--- config.mk ---
export PLATFORM = sky130hd
export DESIGN_NAME = uart_rx_fifo
export DESIGN_NICKNAME = d
export VERILOG_FILES = /design/src/rtl/uart_rx_fifo.sv
export SDC_FILE = /design/constraint.sdc
export NUM_CORES = 1
export LEC_CHECK = 0
export ABC_AREA = 1
export BUFFER_PORTS_ARGS = -buffer_cell sky130_fd_sc_hd__buf_2
export CAP_MARGIN = 15
export CORE_MARGIN = 10
export CORE_UTILIZATION = 62
export CTS_CLUSTER_DIAMETER = 30
export DETAILED_ROUTE_END_ITERATION = 16
export HOLD_SLACK_MARGIN = 0.12
export PLACE_DENSITY_LB_ADDON = 0.25
export RECOVER_POWER = 25
export SETUP_SLACK_MARGIN = 0.1
export SLEW_MARGIN = 20
export SYNTH_ARGS = -nofsm -noshare
export SYNTH_HDL_FRONTEND = slang
export SYNTH_SLANG_ARGS = --single-unit
--- constraint.sdc ---
create_clock -name clk -period 2.5 [get_ports clk]
set_input_delay 0.5 -clock clk [delete_from_list [all_inputs] [get_ports clk]]
set_output_delay 0.5 -clock clk [all_outputs]
set_load 0.005 [all_outputs]
--- src/rtl/uart_rx_fifo.sv ---
// ---------------------------------------------------------------------------
// uart_rx_fifo
//   Receive front end for the GPIO_1 BT/WiFi UART links: a 2-FF input
//   synchroniser, an oversampling 8N1 deserialiser and a show-ahead byte
//   FIFO presented as a valid/ready stream, plus sticky framing and overrun
//   status for firmware.
//
// Ports
//   clk        system clock, all logic on the rising edge
//   reset      synchronous, active-high
//   rxd        asynchronous serial input, idles high
//   out_data   head-of-FIFO byte (0 while the FIFO is empty)
//   out_valid  FIFO not empty
//   out_ready  consumer pop; a pop happens when out_valid && out_ready
//   count      number of bytes held (0..FIFO_DEPTH)
//   frame_err  sticky: a stop bit was sampled low
//   overrun    sticky: a byte arrived while the FIFO was full and was dropped
//   clear_err  one-cycle pulse clearing both sticky flags
// ---------------------------------------------------------------------------
module uart_rx_fifo #(
  parameter int CLK_HZ     = 50_000_000,
  parameter int BAUD       = 9600,
  parameter int OVERSAMPLE = 16,
  parameter int FIFO_DEPTH = 16
) (
  input  logic                            clk,
  input  logic                            reset,
  input  logic                            rxd,
  output logic [7:0]                      out_data,
  output logic                            out_valid,
  input  logic                            out_ready,
  output logic [$clog2(FIFO_DEPTH+1)-1:0] count,
  output logic                            frame_err,
  output logic                            overrun,
  input  logic                            clear_err
);

  // Oversampling tick divider, rounded to nearest and never below 1.
  localparam int DIV_RAW = (CLK_HZ + (BAUD * OVERSAMPLE) / 2) / (BAUD * OVERSAMPLE);
  localparam int DIV     = (DIV_RAW < 1) ? 1 : DIV_RAW;

  localparam int TW = (DIV > 1) ? $clog2(DIV) : 1;
  localparam int SW = $clog2(OVERSAMPLE);
  localparam int PW = $clog2(FIFO_DEPTH);
  localparam int CW = $clog2(FIFO_DEPTH + 1);

  localparam logic [TW-1:0] DIV_LAST  = TW'(DIV - 1);
  localparam logic [SW-1:0] HALF_LAST = SW'(OVERSAMPLE / 2 - 1);
  localparam logic [SW-1:0] BIT_LAST  = SW'(OVERSAMPLE - 1);
  localparam logic [CW-1:0] DEPTH_C   = CW'(FIFO_DEPTH);

  typedef enum logic [2:0] {
    IDLE,
    START,
    DATA,
    STOP,
    WAIT_HIGH
  } state_t;

  state_t state, state_nxt;

  logic          rx_meta, rxs;
  logic [TW-1:0] tick_cnt;
  logic [SW-1:0] samp_cnt;
  logic [2:0]    bit_cnt;
  logic [7:0]    shift_reg;
  logic          tick;

  // FSM strobes
  logic restart;     // IDLE->START: realign tick and sample counters
  logic samp_wrap;   // this tick ends a sample interval
  logic mid_tick;    // centre of the start bit
  logic bit_tick;    // centre of a data/stop bit
  logic push;        // good stop bit: byte in shift_reg is complete
  logic ferr_set;

  // FIFO
  logic [7:0]    mem [FIFO_DEPTH];
  logic [PW-1:0] wr_ptr, rd_ptr;
  logic          full, do_push, do_pop, ovr_set;

  // -------------------------------------------------------------------------
  // Input synchroniser; idles at 1 so reset never looks like a start bit.
  // -------------------------------------------------------------------------
  always_ff @(posedge clk) begin
    if (reset) begin
      rx_meta <= 1'b1;
      rxs     <= 1'b1;
    end else begin
      // NOTE: non-blocking assignments make this a true two-stage shift;
      // blocking ones here would collapse both flops into a single stage.
      rx_meta <= rxd;
      rxs     <= rx_meta;
    end
  end

  assign tick = (tick_cnt == DIV_LAST);

  // -------------------------------------------------------------------------
  // Receive FSM
  // -------------------------------------------------------------------------
  always_ff @(posedge clk) begin
    if (reset) state <= IDLE;
    else       state <= state_nxt;
  end

  always_comb begin
    // NOTE: every output gets a default before the case so no path can
    // leave one unassigned and infer a latch.
    state_nxt = state;
    restart   = 1'b0;
    push      = 1'b0;
    ferr_set  = 1'b0;
    mid_tick  = tick && (samp_cnt == HALF_LAST);
    bit_tick  = tick && (samp_cnt == BIT_LAST);
    samp_wrap = 1'b0;
    unique case (state)
      IDLE: begin
        if (!rxs) begin
          state_nxt = START;
          restart   = 1'b1;
        end
      end
      START: begin
        samp_wrap = mid_tick;
        // Line back high at mid start bit is a glitch, not a frame.
        if (mid_tick) state_nxt = rxs ? IDLE : DATA;
      end
      DATA: begin
        samp_wrap = bit_tick;
        if (bit_tick && bit_cnt == 3'd7) state_nxt = STOP;
      end
      STOP: begin
        samp_wrap = bit_tick;
        if (bit_tick) begin
          if (rxs) begin
            push      = 1'b1;
            state_nxt = IDLE;
          end else begin
            ferr_set  = 1'b1;
            state_nxt = WAIT_HIGH;
          end
        end
      end
      WAIT_HIGH: begin
        // Hold off until the line returns high so a break is one error,
        // not a stream of bogus frames.
        if (rxs) state_nxt = IDLE;
      end
      default: state_nxt = IDLE;
    endcase
  end

  // -------------------------------------------------------------------------
  // Bit timing and deserialiser
  // -------------------------------------------------------------------------
  always_ff @(posedge clk) begin
    if (reset) begin
      tick_cnt  <= '0;
      samp_cnt  <= '0;
      bit_cnt   <= '0;
      shift_reg <= '0;
    end else begin
      if (restart) begin
        tick_cnt <= '0;
        samp_cnt <= '0;
      end else begin
        tick_cnt <= tick ? '0 : tick_cnt + TW'(1);
        if (tick) samp_cnt <= samp_wrap ? '0 : samp_cnt + SW'(1);
      end
      if (state == START && mid_tick) bit_cnt <= '0;
      if (state == DATA && bit_tick) begin
        shift_reg <= {rxs, shift_reg[7:1]};  // LSB arrives first
        bit_cnt   <= bit_cnt + 3'd1;
      end
    end
  end

  // -------------------------------------------------------------------------
  // Byte FIFO. When full, a simultaneous pop frees the slot being written,
  // so push+pop is always accepted.
  // -------------------------------------------------------------------------
  assign full      = (count == DEPTH_C);
  assign out_valid = (count != '0);
  assign do_pop    = out_valid && out_ready;
  assign do_push   = push && (!full || do_pop);
  assign ovr_set   = push && full && !do_pop;
  assign out_data  = out_valid ? mem[rd_ptr] : 8'h00;

  // NOTE: the storage array has no reset; out_data is masked while empty,
  // so stale entries are never observable and the RAM maps cleanly.
  always_ff @(posedge clk) begin
    if (do_push) mem[wr_ptr] <= shift_reg;
  end

  always_ff @(posedge clk) begin
    if (reset) begin
      wr_ptr <= '0;
      rd_ptr <= '0;
      count  <= '0;
    end else begin
      if (do_push) wr_ptr <= wr_ptr + PW'(1);
      if (do_pop)  rd_ptr <= rd_ptr + PW'(1);
      unique case ({do_push, do_pop})
        2'b10:   count <= count + CW'(1);
        2'b01:   count <= count - CW'(1);
        default: count <= count;
      endcase
    end
  end

  // Sticky status: a new error in the clear cycle keeps the flag set.
  always_ff @(posedge clk) begin
    if (reset) begin
      frame_err <= 1'b0;
      overrun   <= 1'b0;
    end else begin
      if (ferr_set)       frame_err <= 1'b1;
      else if (clear_err) frame_err <= 1'b0;
      if (ovr_set)        overrun   <= 1'b1;
      else if (clear_err) overrun   <= 1'b0;
    end
  end

endmodule
==> impl_metrics.py <==
metrics = {
    "hold_path": {
        "hp-class": "in -> reg",
    },
    "clock_network": {
        "cts_sinks": 176,
        "cts_tree": "built",
        "clock_latency_ns": 0.43,
        "root_buffer": "clkbuf_16",
        "cts_buffers": 17,
        "hold_buffers": 0,
        "path_clk_slew_ns": 0.07,
        "clk_path_buf_depth": 2,
        "htreeDepth": 4,
    },
    "finish": {
        "register_area_mm2": 0.00482,
        "nets": 747,
        "final_area_mm2": 0.00913,
        "largest_reg_flops": 128,
        "num-fill-cells": 627,
        "drive_gt1_share_pct": 26.6,
        "syn_to_final_growth_pct": 23.3,
        "insertedDiodeCount": 0,
        "multi_input_area_mm2": 0.00258,
    },
    "route": {
        "drt_iter0_markers": 839,
        "totalWireLength_um": 19400,
        "routedWlPerCell_um": 22.0,
        "drc": 0,
        "drt-pass1-iter-count": 8,
        "vias": 5608,
        "viasPerCell": 6.34,
        "ant_nets": 0,
    },
    "global_routing": {
        "grt_overflow_total": 0,
        "first_global_vias": 5355,
        "grt_pass1_wl_um": 27500,
        "grt_max_degree": 33,
        "grt_util_all_layers_pct": 21.4,
        "antenna_found_initial": 0,
    },
    "logic_synthesis": {
        "synth_cell_types": 37,
        "ys_ff_latch": 176,
        "syn-cell-area_mm2": 0.00741,
        "yosys-top-cells-count": "edfxtp_1 (128), nor2_1 (122), nand2_1 (58), dfxtp_1 (48), o21ai_0 (39)",
        "async_reset_ff_share_pct": 0,
        "yosysTopAreaCellShare_pct": 51.9,
        "avgSynthCellArea_um2": 11.3,
        "ys.flop_type": "edfxtp_1",
        "yosys.area.top_type": "edfxtp_1",
        "synth_area_leaders": "edfxtp_1 (52%), dfxtp_1 (13%), nor2_1 (6.2%)",
        "syn_inst": 658,
        "yosys_warnings": 0,
        "yosysMostFrequentCell": "edfxtp_1",
        "synth_edf_count": 128,
        "syn_nets": 677,
        "synth_seq_area_share_pct": 64.9,
    },
    "setup_path": {
        "crit_buf_inv": 4,
        "slowest_delay_ns": 0.38,
        "reg2reg_setup_slack_ns": 0.09,
        "criticalPathCategory": "reg -> out",
        "cpMaxStageDelayCell": "dfxtp_4",
        "endpoint_kind": "output port",
        "worstPathRequired_ns": 2.00,
        "cp-start-kind": "flop",
        "crit_fanout": 7,
        "crit_family": "buffers and inverters",
        "crit_chain": "buf_6 -> clkinv_8 -> clkbuf_16 -> o21bai_1 -> o221ai_1 -> nand3_1 -> a21oi_2 -> buf_2",
        "critPathArrivalTime_ns": 2.00,
    },
    "timing": {
        "finalSetupViolCount": 1,
        "fmax_mhz": 399,
        "finClkSkew_ns": 0.00886,
        "rsz0062_at_grt": "true",
        "period_share_pct": 100,
        "fin_crit_ns": 2.50,
        "worst_pin_slew_ns": 0.751,
        "drv_slew": 0,
        "fin_tns_setup_ns": -0.00423,
        "slew_headroom_pct": 49.9,
        "final-hold-violation-count": 0,
        "worst_slack_ns": -0.00423,
    },
    "power": {
        "powerDensity_mw_per_mm2": 1010,
        "p_leak_uw": 0.00373,
        "worst_ir_drop_vdd_v": 0.000751,
    },
    "die": {
        "die_h_um": 129,
        "start_util_pct": 64.1,
        "num_io_pins": 21,
        "coreArea_mm2": 0.0116,
        "placementRows": 39,
        "die-area_mm2": 0.0167,
        "dieWidth_um": 129,
    },
    "placed_design": {
        "pre_cts_ws_ns": 0.0450,
        "io_buffer_count": 20,
        "gp_congestion": 0.880,
        "dp_hpwl_um": 10100,
        "place_area_mm2": 0.00781,
    },
    "status": {
        "violations": "negative setup slack",
        "status": "finished with violations",
    },
    "run": {
        "max_cap_violations": 0,
    },
}
## where the power goes
part           internal [µW]  leakage [µW]  switching (µW)
registers               3190       0.00188             146
logic                   1470       0.00157            1870
clock network           1410      0.000282            1110
total                   6070       0.00373            3120
## repair_timing
action	CTS	global route
cloned	3	8
resized for setup	17	66
pin swaps	3	43
endpoints found under the setup margin	8	15
setup buffers	2	18
## final cells by class
| class | instances | share of cell area (%) |
|---|---|---|
| sequential | 176 | 52.8 |
| multi-input combinational | 415 | 28.3 |
| timing repair buffer | 79 | 8.96 |
| clock buffer | 21 | 5.39 |
| tap | 143 | 1.96 |
| inverter | 39 | 1.82 |
| clock inverter | 11 | 0.808 |
## cells in the final DEF (no fill, tap or decap), types with 3 or more instances in the layout
master	count
dfxtp_2	4
buf_16	3
o21ai_2	5
inv_4	5
nand2_1	56
edfxtp_1	128
o221ai_2	13
nor2_1	119
buf_2	19
dfxtp_1	42
clkbuf_8	3
clkbuf_16	25
nand2_2	3
buf_4	38
xor2_1	5
nand4_1	3
o221ai_1	18
o21ai_1	13
inv_1	25
nand3_2	4
nor2_4	6
nand2_4	5
nor2_2	6
nor3_1	5
o21bai_2	3
nand3_1	33
a21oi_1	22
o21ai_0	31
ha_4	3
buf_12	6
ha_1	9
clkinvlp_4	4
buf_6	3
o21bai_1	27
inv_2	11
a21oi_2	9
## per-layer routing
metal,track usage (%),up-vias,wire length [µm]
li1,-,2500,-
met1,25.1,2666,7040
met2,36.7,366,9650
met3,4.24,76,1760
met4,11.2,0,957
met5,0,-,0
## metrics by stage
stage | utilization [%] | total power [µW] | instances | hold slack [ns]
floorplan | - | 4810 | 658 | 0.389
global placement | 67.5 | 5340 | 821 | 0.396
detailed placement | 67.5 | 5440 | 821 | 0.399
CTS | 74.0 | 8240 | 858 | 0.238
global route | 79.0 | 9530 | 884 | 0.253
finish | 79.0 | 9190 | 884 | 0.248
## kinds of logic after synthesis
| kind of cell | share of synthesized area (%) |
|---|---|
| buffers and inverters | 3.66 |
| xor gates and xnor gates | 0.591 |
| AOI/OAI and AO/OA | 12.8 |
| adders and majority gates | 2.47 |
| and+or+nand+nor | 15.6 |
| DFF | 64.9 |
## worst paths after layout
kind,from,depth (start not counted),end
worst min-delay path,rxd,2,rx_meta
worst max register to register,samp_cnt[0],17,count[4]
worst max-delay path,flop,8,out_data[5]
worst min register to register,rx_meta,1,rxs
No activity file was read; power rests on OpenSTA's default activity.
